--- src/rtl/bus_arbiter5.sv ---
// Round-robin arbiter and select sequencer for the shared five-source bus mux.
// Optional owner timeout/preemption is compiled in with `define BUS_ARB_TIMEOUT_EN.
module bus_arbiter5 #(
    parameter int MAX_HOLD = 8
) (
    input  logic       clk,
    input  logic       reset,
    input  logic [4:0] req,
    output logic [4:0] grant,
    output logic [2:0] set,
    output logic       busy,
    output logic       expired
);

    typedef enum logic {
        IDLE,
        OWNED
    } state_t;

    state_t     state, state_nxt;
    logic [2:0] last, last_nxt;
    logic [4:0] grant_nxt;
    logic [2:0] set_nxt;
    logic       busy_nxt;
    logic       expired_nxt;
    logic [4:0] cand;
    logic       pick_vld;
    logic [2:0] pick_idx;
    logic       owner_req;
    logic       timeout;
    logic       new_grant;

    if (MAX_HOLD < 1 || MAX_HOLD > 255) begin : g_bad_max_hold
        $error("bus_arbiter5: MAX_HOLD must be in 1..255");
    end

    // While owned, the current owner is masked out so it never re-wins on its own release/preemption edge.
    assign cand      = (state == IDLE) ? req : (req & ~grant);
    assign owner_req = |(req & grant);

    // NOTE: every variable driven here is given a value before any branch, so no latch can be inferred.
    always_comb begin
        int j;
        j        = 0;
        pick_vld = 1'b0;
        pick_idx = 3'd0;
        // Walk the search order backwards so the earliest candidate is the last one written.
        for (int k = 5; k >= 1; k--) begin
            j = (int'(last) + k) % 5;
            if (cand[j]) begin
                pick_vld = 1'b1;
                pick_idx = 3'(j);
            end
        end
    end

`ifdef BUS_ARB_TIMEOUT_EN
    logic [7:0] hold_cnt;
    logic       hold_max;

    // True on the edge where this owned cycle brings the count to MAX_HOLD.
    assign hold_max = ({1'b0, hold_cnt} + 9'd1) >= 9'(MAX_HOLD);
    assign timeout  = (state == OWNED) && hold_max && (|cand);

    always_ff @(posedge clk) begin
        if (reset) begin
            hold_cnt <= '0;
        end else if (new_grant || state_nxt == IDLE) begin
            hold_cnt <= '0;
        end else if (state == OWNED) begin
            hold_cnt <= hold_max ? 8'(MAX_HOLD) : hold_cnt + 8'd1;
        end
    end
`else
    assign timeout = 1'b0;
`endif

    always_comb begin
        state_nxt   = state;
        grant_nxt   = grant;
        set_nxt     = set;
        busy_nxt    = busy;
        last_nxt    = last;
        expired_nxt = 1'b0;
        new_grant   = 1'b0;
        case (state)
            IDLE: begin
                new_grant = pick_vld;
            end
            OWNED: begin
                if (!owner_req || timeout) begin
                    if (pick_vld) begin
                        new_grant   = 1'b1;
                        expired_nxt = timeout && owner_req;
                    end else begin
                        state_nxt = IDLE;
                        grant_nxt = 5'd0;
                        set_nxt   = 3'd0;
                        busy_nxt  = 1'b0;
                    end
                end
            end
            default: begin
                state_nxt = IDLE;
                grant_nxt = 5'd0;
                set_nxt   = 3'd0;
                busy_nxt  = 1'b0;
            end
        endcase
        if (new_grant) begin
            state_nxt = OWNED;
            grant_nxt = 5'b00001 << pick_idx;
            set_nxt   = pick_idx;
            busy_nxt  = 1'b1;
            last_nxt  = pick_idx;
        end
    end

    // NOTE: state registers use non-blocking assignments so every flop samples pre-edge values.
    always_ff @(posedge clk) begin
        if (reset) begin
            state   <= IDLE;
            grant   <= 5'd0;
            set     <= 3'd0;
            busy    <= 1'b0;
            expired <= 1'b0;
            last    <= 3'd4;
        end else begin
            state   <= state_nxt;
            grant   <= grant_nxt;
            set     <= set_nxt;
            busy    <= busy_nxt;
            expired <= expired_nxt;
            last    <= last_nxt;
        end
    end

endmodule

--- config.mk ---
export PLATFORM = sky130hd
export DESIGN_NAME = bus_arbiter5
export DESIGN_NICKNAME = d
export VERILOG_FILES = /design/src/rtl/bus_arbiter5.sv
export SDC_FILE = /design/constraint.sdc
export NUM_CORES = 1
export LEC_CHECK = 0
export ABC_AREA = 1
export BUFFER_PORTS_ARGS = -buffer_cell sky130_fd_sc_hd__buf_2
export CORE_MARGIN = 8
export CORE_UTILIZATION = 55
export DETAILED_ROUTE_END_ITERATION = 10
export HOLD_SLACK_MARGIN = 0.12
export MAX_ROUTING_LAYER = met4
export PLACE_DENSITY_LB_ADDON = 0.3
export SLEW_MARGIN = 15
export SYNTH_ARGS = -nofsm -noshare
export SYNTH_HDL_FRONTEND = slang
export SYNTH_SLANG_ARGS = --single-unit
--- constraint.sdc ---
create_clock -name clk -period 11.4 [get_ports clk]
set_input_delay 2.28 -clock clk [delete_from_list [all_inputs] [get_ports clk]]
set_output_delay 2.28 -clock clk [all_outputs]
set_load 0.02 [all_outputs]
; After elaboration in Yosys (flattened, before gate mapping)
; Cells that the tools add are included.
[word_totals]
elab_cells = 74
reg_bits = 13
out_inout_bits = 10
[op_classes]
magnitude_cmp = 5
shift = 1
bitwise = 4
reduce_logical = 3
muxes = 44
div_mod_pow = 5
n_eq_ne = 2
n_addsub = 5
[ops]
columns = cell, count
row1 = $lt 32x5->1 const B, 5
row2 = $mod 32x4->32 const B, 5
row3 = $mux 3, 9
row4 = $mux 5, 5
row5 = $mux 1, 24
row6 = $bmux 1 s3, 5
row7 = $and 5x5->5, 2
row8 = $add 3x2->4 const B, 2
row9 = $add 3x3->4 const B, 2
row10 = $not 5->5, 1
row11 = $reduce_or 5->1, 1
row12 = $shl 1x3->5 const A, 1
row13 = $add 3x1->4 const B, 1
row14 = $ne 2x1->1 const B, 2
row15 = $reduce_and 3->1, 1
row16 = $pmux 1 s2, 1
row17 = $reduce_bool 2->1, 1
row18 = $not 1->1, 1

; Depth between registers and ports, before layout
; Gate-level depths: netlist of the first run.
[logic_depth]
word_depth = 16
ltp_mapped = 31
depth_no_buf = 31

; Worst setup path before layout of the first run
; No wires, ideal clock.
[synth_path]
path_kind = reg2reg
start = register last[0]
end = register grant[1]
setup_ns = 0.070
t_arrival_ns = 3.872
path_buffers = 1
stages_incl_launch_ff = 30
required_ns = 11.330
setup_slack_ns = 7.458
cell_sequence = dfxtp_1 > buf_4 > clkinv_1 > ha_1 > inv_2 > ha_1 > nor2_1 > nand3_2 > nand2_2 > xor2_2 > ha_1 > inv_1 > or2_2 > nand3_2 > nand2_2 > nand2_1 > nand2_1 > nand2_1 > nand3_1 > nand2_1 > nand2_2 > nand2_2 > nor2_1 > nand2_1 > nand2_1 > nand2_1 > nand2_1 > nor2_2 > nand2_1 > a21oi_1
[synth_via]
elab_chain_len = 15
[synth_lines]
columns = item, line
row1 = "start, declared", 21  ; logic [2:0] last, last_nxt;
row2 = "start signal, assigned", 134  ; last <= last_nxt;
row3 = $add 3x3->4, 49  ; j = (int'(last) + k) % 5;
row4 = $mod 32x4->32, 49
row5 = $bmux 1 s3, 50  ; if (cand[j]) begin
row6 = $mux 1 (implied by the code) (2 in series), 50
row7 = $mux 1 (5 in series), 50
row8 = $mux 1, 92  ; if (pick_vld) begin
row9 = $mux 1, 91  ; if (!owner_req || timeout) begin
row10 = $pmux 1 s2, 86  ; case (state)
row11 = $ne 2x1->1 (no line) / $reduce_bool 2->1 (equally long branches), -
row12 = $reduce_and 3->1 (no line), -
row13 = "end signal, assigned", 130  ; grant <= grant_nxt;
row14 = "end, declared", 9  ; output logic [4:0] grant,
; Parallel ways exist; a longest one is shown, timed or not. The select of a mux whose other input is x is not followed.
; A chain may end at the register's enable or synchronous reset.

; Worst setup path in the final report of the first run
[layout_path]
start = register last[0]
end = register grant[3]
; The elaborated chain is that of the path after synthesis.

==> qor.csv, run 1 <==
stage,metric,value,unit
critical_path,arrival time worst endpoint,5270,ps
final_layout,area delta synth->final,6.22,%
clock_network,Longest Clk Path Bufs,2,
floorplanning,io pins,17,
sta,final setup fails,0,
sta,fmax,0.196,GHz
yosys,YS warnings,0,
critical_path,Critical Path End,grant[3],
final_layout,layout cell share with drive strength beyond 1,0.168,
sta,RSZ-0062 raised after global routing,false,
global_routing,first-pass GRT wire length,9110,um
critical_path,cell mode on critical path,nand2_1,
yosys,Post-synth EDFFs,0,
critical_path,CP endpoint kind,flip-flop,
detailed_routing,Iter 0 DRT Violations,153,
critical_path,worst reg2reg path endpoint,grant[3],
clock_network,CTS resizes,0,
yosys,mapped cell area,0.00221,mm^2
yosys,synthesized area per cell,5.98,um^2
outcome,status,completed,
flow_run,maxcap violations,0,
yosys,Synth area leaders,"nand2_1 (19%), ha_1 (15%), dfxtp_1 (12%), nand3_1 (11%), inv_1 (8.3%)",
clock_network,clock-pin slew on the worst setup and hold paths,50,ps
sta,Tmin final,5090,ps
floorplanning,starting density of the core,0.561,
sta,setup_tns,0,ps
detailed_routing,drc violations,0,
global_routing,GRT Residual Overflow,0,
critical_path,Worst Setup SP,last[0],
final_layout,final net count,415,
yosys,Synth Instances,370,
final_layout,diode count,0,
yosys,post-synthesis sequential area ratio,0.118,
worst_hold_path,type of the worst min-delay path,flip-flop to flip-flop,
global_routing,Tot GR Track Use,0.177,
placed_design,post-DP HPWL,4130,um
sta,measured slew at the worst slew-check pin,798,ps
detailed_routing,Antenna Nets Post-Route,0,
placed_design,gpl congestion,0.914,
yosys,unique cell type count in the Yosys netlist,38,
critical_path,critical path required time,11580,ps
critical_path,CP max stage cell,dfxtp_1,
clock_network,clk_lat worst skew,240,ps
critical_path,"slowest stage delay, CP",830,ps
sta,Slew Limit Fails,0,
sta,Fin. Hold Viols,0,
global_routing,initial antenna violation count,0,
critical_path,r2r setup slk,6310,ps
placed_design,port bufs,15,
yosys,synthesized flop and latch total,13,
critical_path,CP Max Fanout,21,
clock_network,clk sinks,13,
floorplanning,Core Rows,23,
clock_network,hold_buf cts,0,
critical_path,crit path kind,flip-flop to flip-flop,
yosys,top-count cell post-synth,nand2_1,
detailed_routing,via count,2211,
floorplanning,Die X,79.4,um
yosys,top cell type's share of synthesized area,0.192,
sta,relative slew slack,0.467,
yosys,commonest cells in the netlist,"nand2_1 (113), inv_1 (49), nand3_1 (48)",
clock_network,# Post-CTS Setup Buffers,0,
sta,"Period Utilization, post-route",0.447,
floorplanning,die extent in y,79.4,um
detailed_routing,WL per Instance,11.8,um
clock_network,CTS tree,done,
critical_path,number of cells on the worst reg-to-reg path,28,
sta,WHS,459,ps
clock_network,TritonCTS Buffers,3,
yosys,syn nets,403,
yosys,Yosys top cell by area,nand2_1,
detailed_routing,drt via density,5.13,
sta,Final Skew,3.42,ps
global_routing,number of global-route vias before repair,2090,
floorplanning,core box area,0.00394,mm^2
critical_path,startpoint types,flip-flop,
yosys,"Top FF cell, synth",dfxtp_1,
critical_path,start of the worst register-to-register path,last[0],
yosys,Async SR Flop Fraction,0,
detailed_routing,routed wire length,5070,um
floorplanning,die area,0.00631,mm^2
detailed_routing,Pre-antenna DRT Iters,4,
clock_network,H-tree lvl count,1,
global_routing,largest net degree at the start of global routing,22,
clock_network,clk root buf,clkbuf_8,
metrics by stage:
step           cell area (um^2)  setup slack [ps]  utilization  cells
5_1_grt                    2350              5870        0.596    431
3_5_place_dp               2310              6400        0.585    427
6_report                   2350              6310        0.596    431
3_3_place_gp               2310              6570        0.585    427
2_1_floorplan              2210              7460            -    370
4_1_cts                    2350              6380        0.596    431
registers in the layout, indices dropped and copies added (netlist names):
| register | flops |
|---|---|
| busy | 1 |
| grant | 5 |
| last | 3 |
| set | 3 |
| state | 1 |
worst max-delay path, delay by kind of cell (launching register included):
| family | cells | cell delay [ps] |
|---|---|---|
| and+or+nand+nor | 20 | 1980 |
| adders and majority gates | 3 | 1090 |
| DFF | 1 | 830 |
| buffers and inverters | 3 | 790 |
| xor gates and xnor gates | 1 | 200 |
| AOI/OAI and AO/OA | 1 | 120 |
layout by cell type (no fill, tap or decap), types with 4 or more instances in the layout:
cell / count
a21oi_1: 19
buf_2: 15
dfxtp_1: 13
ha_1: 26
inv_1: 49
inv_2: 4
nand2_1: 113
nand2_2: 16
nand3_1: 48
nand3_2: 4
nor2_1: 15
nor2_2: 4
o21ai_0: 10
o21ai_1: 4
layer usage:
layer,track usage,vias to the layer above,part of all wire
li1,-,1197,-
met1,0.229,983,0.51
met2,0.282,23,0.45
met3,0.0203,8,0.025
met4,0.0481,0,0.017
met5,-,-,0
kinds of logic (layout without fill, tap and decap cells):
group / count (synthesis) / after routing / share of synthesized area
AND/OR/NAND/NOR: 215 / 215 / 0.465
buffers and inverters: 65 / 76 / 0.120
AO/OA/AOI/OAI: 44 / 44 / 0.118
adder cells (fa/ha/maj): 26 / 26 / 0.147
flip-flops: 13 / 13 / 0.118
XOR/XNOR: 6 / 6 / 0.0305
other: 1 / 1 / 0.00169
worst min path at each step:
stage / startpoint / endpoint / slack (ps) / cells past startpoint
floorplan: busy / busy / 540 / 2
global placement: busy / busy / 450 / 2
detailed placement: set[2] / set[2] / 450 / 2
CTS: set[2] / set[2] / 460 / 2
global route: set[1] / set[1] / 490 / 2
finish: set[2] / set[2] / 460 / 2
cell type report:
class / instances / area [um^2]
timing repair buffer: 15 / 75.1
inverter: 57 / 221
fill: 388 / 1590
sequential: 13 / 260
clock buffer: 4 / 45.0
tap: 50 / 62.6
multi-input combinational: 292 / 1690
Power of run 1 is left out: the tool's default activity adds up to more than one toggle a clock period on the data nets, which glitch-free logic cannot reach.
==> run 2: changes to the inputs <==
Clock period 11.4 ns to 4.9 ns, I/O delays scaled along.
==> qor.csv, run 2 (synthesis gave the netlist of run 1 again) <==
stage,metric,value,unit,change
outcome,status,completed,,
final_layout,FILL cells,379,,-2.3%
placed_design,port bufs,15,,unchanged
sta,final setup fails,0,,unchanged
detailed_routing,WL per Instance,11.5,um,-2.5%
clock_network,clk root buf,clkbuf_8,,
final_layout,area delta synth->final,6.90,%,
detailed_routing,Antenna Nets Post-Route,0,,unchanged
global_routing,Tot GR Track Use,0.174,,-0.00296
critical_path,arrival time worst endpoint,4330,ps,-940 ps
sta,RSZ-0062 raised after global routing,false,,
clock_network,hold_buf cts,0,,unchanged
final_layout,final net count,417,,+0.48%
global_routing,largest net degree at the start of global routing,21,,-4.5%
sta,Tmin final,4170,ps,-925 ps
sta,Fin. Hold Viols,0,,unchanged
critical_path,"slowest stage delay, CP",510,ps,-320 ps
clock_network,H-tree lvl count,1,,unchanged
placed_design,Placed Area,0.00232,mm^2,+0.65%
sta,measured slew at the worst slew-check pin,543,ps,-256 ps
sta,setup_tns,0,ps,unchanged
floorplanning,Core Rows,23,,unchanged
detailed_routing,Iter 0 DRT Violations,153,,unchanged
critical_path,CP endpoint kind,flip-flop,,
floorplanning,core box area,0.00394,mm^2,unchanged
critical_path,startpoint types,flip-flop,,
critical_path,CP max stage cell,ha_1,,
floorplanning,Die X,79.4,um,unchanged
detailed_routing,drt via density,5.17,,+0.75%
critical_path,r2r setup slk,730,ps,-5580 ps
final_layout,biggest registers after layout,"grant: 5 flops, last: 3 flops, set: 3 flops",,
global_routing,GRT Residual Overflow,0,,unchanged
floorplanning,io pins,17,,unchanged
final_layout,max reg flops,5,,unchanged
sta,fmax,0.240,GHz,+22%
clock_network,clk_lat worst skew,230,ps,about the same
floorplanning,starting density of the core,0.561,,unchanged
critical_path,critical path required time,5060,ps,-6520 ps
floorplanning,die extent in y,79.4,um,unchanged
final_layout,final core occ,0.600,,+0.00381
placed_design,gpl congestion,0.899,,-1.7%
final_layout,diode count,0,,unchanged
sta,relative slew slack,0.638,,+0.171
sta,"Period Utilization, post-route",0.850,,+0.404
critical_path,CP Max Fanout,9,,-57%
detailed_routing,via count,2238,,+1.2%
final_layout,layout cell share with drive strength beyond 1,0.172,,+0.00434
sta,Slew Limit Fails,0,,unchanged
detailed_routing,drc violations,0,,unchanged
final_layout,"commonest non-fill, non-tap cells in the layout","nand2_1 (113), inv_1 (49), nand3_1 (48)",,
critical_path,crit path kind,flip-flop to flip-flop,,
floorplanning,die area,0.00631,mm^2,unchanged
sta,Final Skew,0.576,ps,-2.85 ps
clock_network,# Post-CTS Setup Buffers,0,,unchanged
global_routing,number of global-route vias before repair,2089,,-0.048%
clock_network,TritonCTS Buffers,3,,unchanged
global_routing,first-pass GRT wire length,9050,um,-0.76%
clock_network,CTS resizes,0,,unchanged
clock_network,clk sinks,13,,unchanged
final_layout,Biggest register,grant,,
final_layout,fin area,0.00237,mm^2,+0.64%
detailed_routing,routed wire length,4960,um,-2.1%
global_routing,initial antenna violation count,0,,unchanged
clock_network,CTS tree,done,,
worst_hold_path,type of the worst min-delay path,flip-flop to flip-flop,,
detailed_routing,Pre-antenna DRT Iters,4,,unchanged
clock_network,clock-pin slew on the worst setup and hold paths,50,ps,about the same
placed_design,post-DP HPWL,4210,um,+2.0%
final_layout,"commonest non-fill, non-tap cell in the layout",nand2_1,,
clock_network,Longest Clk Path Bufs,2,,unchanged
flow_run,maxcap violations,0,,unchanged
critical_path,cell mode on critical path,nand2_1,,
run 2: layout make-up:
type,count,area (um^2),area share
Multi-Input combinational cell,292,1690,0.713
Sequential cell,13,260,0.110
Timing Repair Buffer,17,90.1,0.0381
Clock buffer,4,45.0,0.0190
Tap cell,50,62.6,0.0264
Inverter,57,221,0.0936
run 2: path summary, 6_finish.rpt:
kind,startpoint,cells after the start,endpoint
hold / removal,busy,2,busy
hold reg to reg,busy,2,busy
setup reg to reg,last[1],26,grant[3]
setup / recovery,last[1],26,grant[3]
run 2: per-layer routing:
layer / global-route usage / routed length (um)
met1: 0.227 / 2480
met2: 0.284 / 2320
met3: 0.0113 / 124
met4: 0.0407 / 48
met5: - / 0
run 2: metrics by stage:
step / std cells / setup WS, ps / hold slack, ps
final: 433 / 735 / 457
after global placement: 429 / 882 / 448
after detailed placement: 429 / 739 / 455
after CTS: 433 / 722 / 464
after global routing: 433 / 132 / 484
after floorplan: 370 / 958 / 536
run 2: critical path, delay by kind of cell, from the launching register on:
family                     cells  cell delay (ps)
AOI/OAI and AO/OA              2              280
xor gates and xnor gates       1              190
adders and majority gates      3              950
buffers and inverters          3              400
DFF                            1              500
and+or+nand+nor               17             1780
Power of run 2 is left out for the same reason.
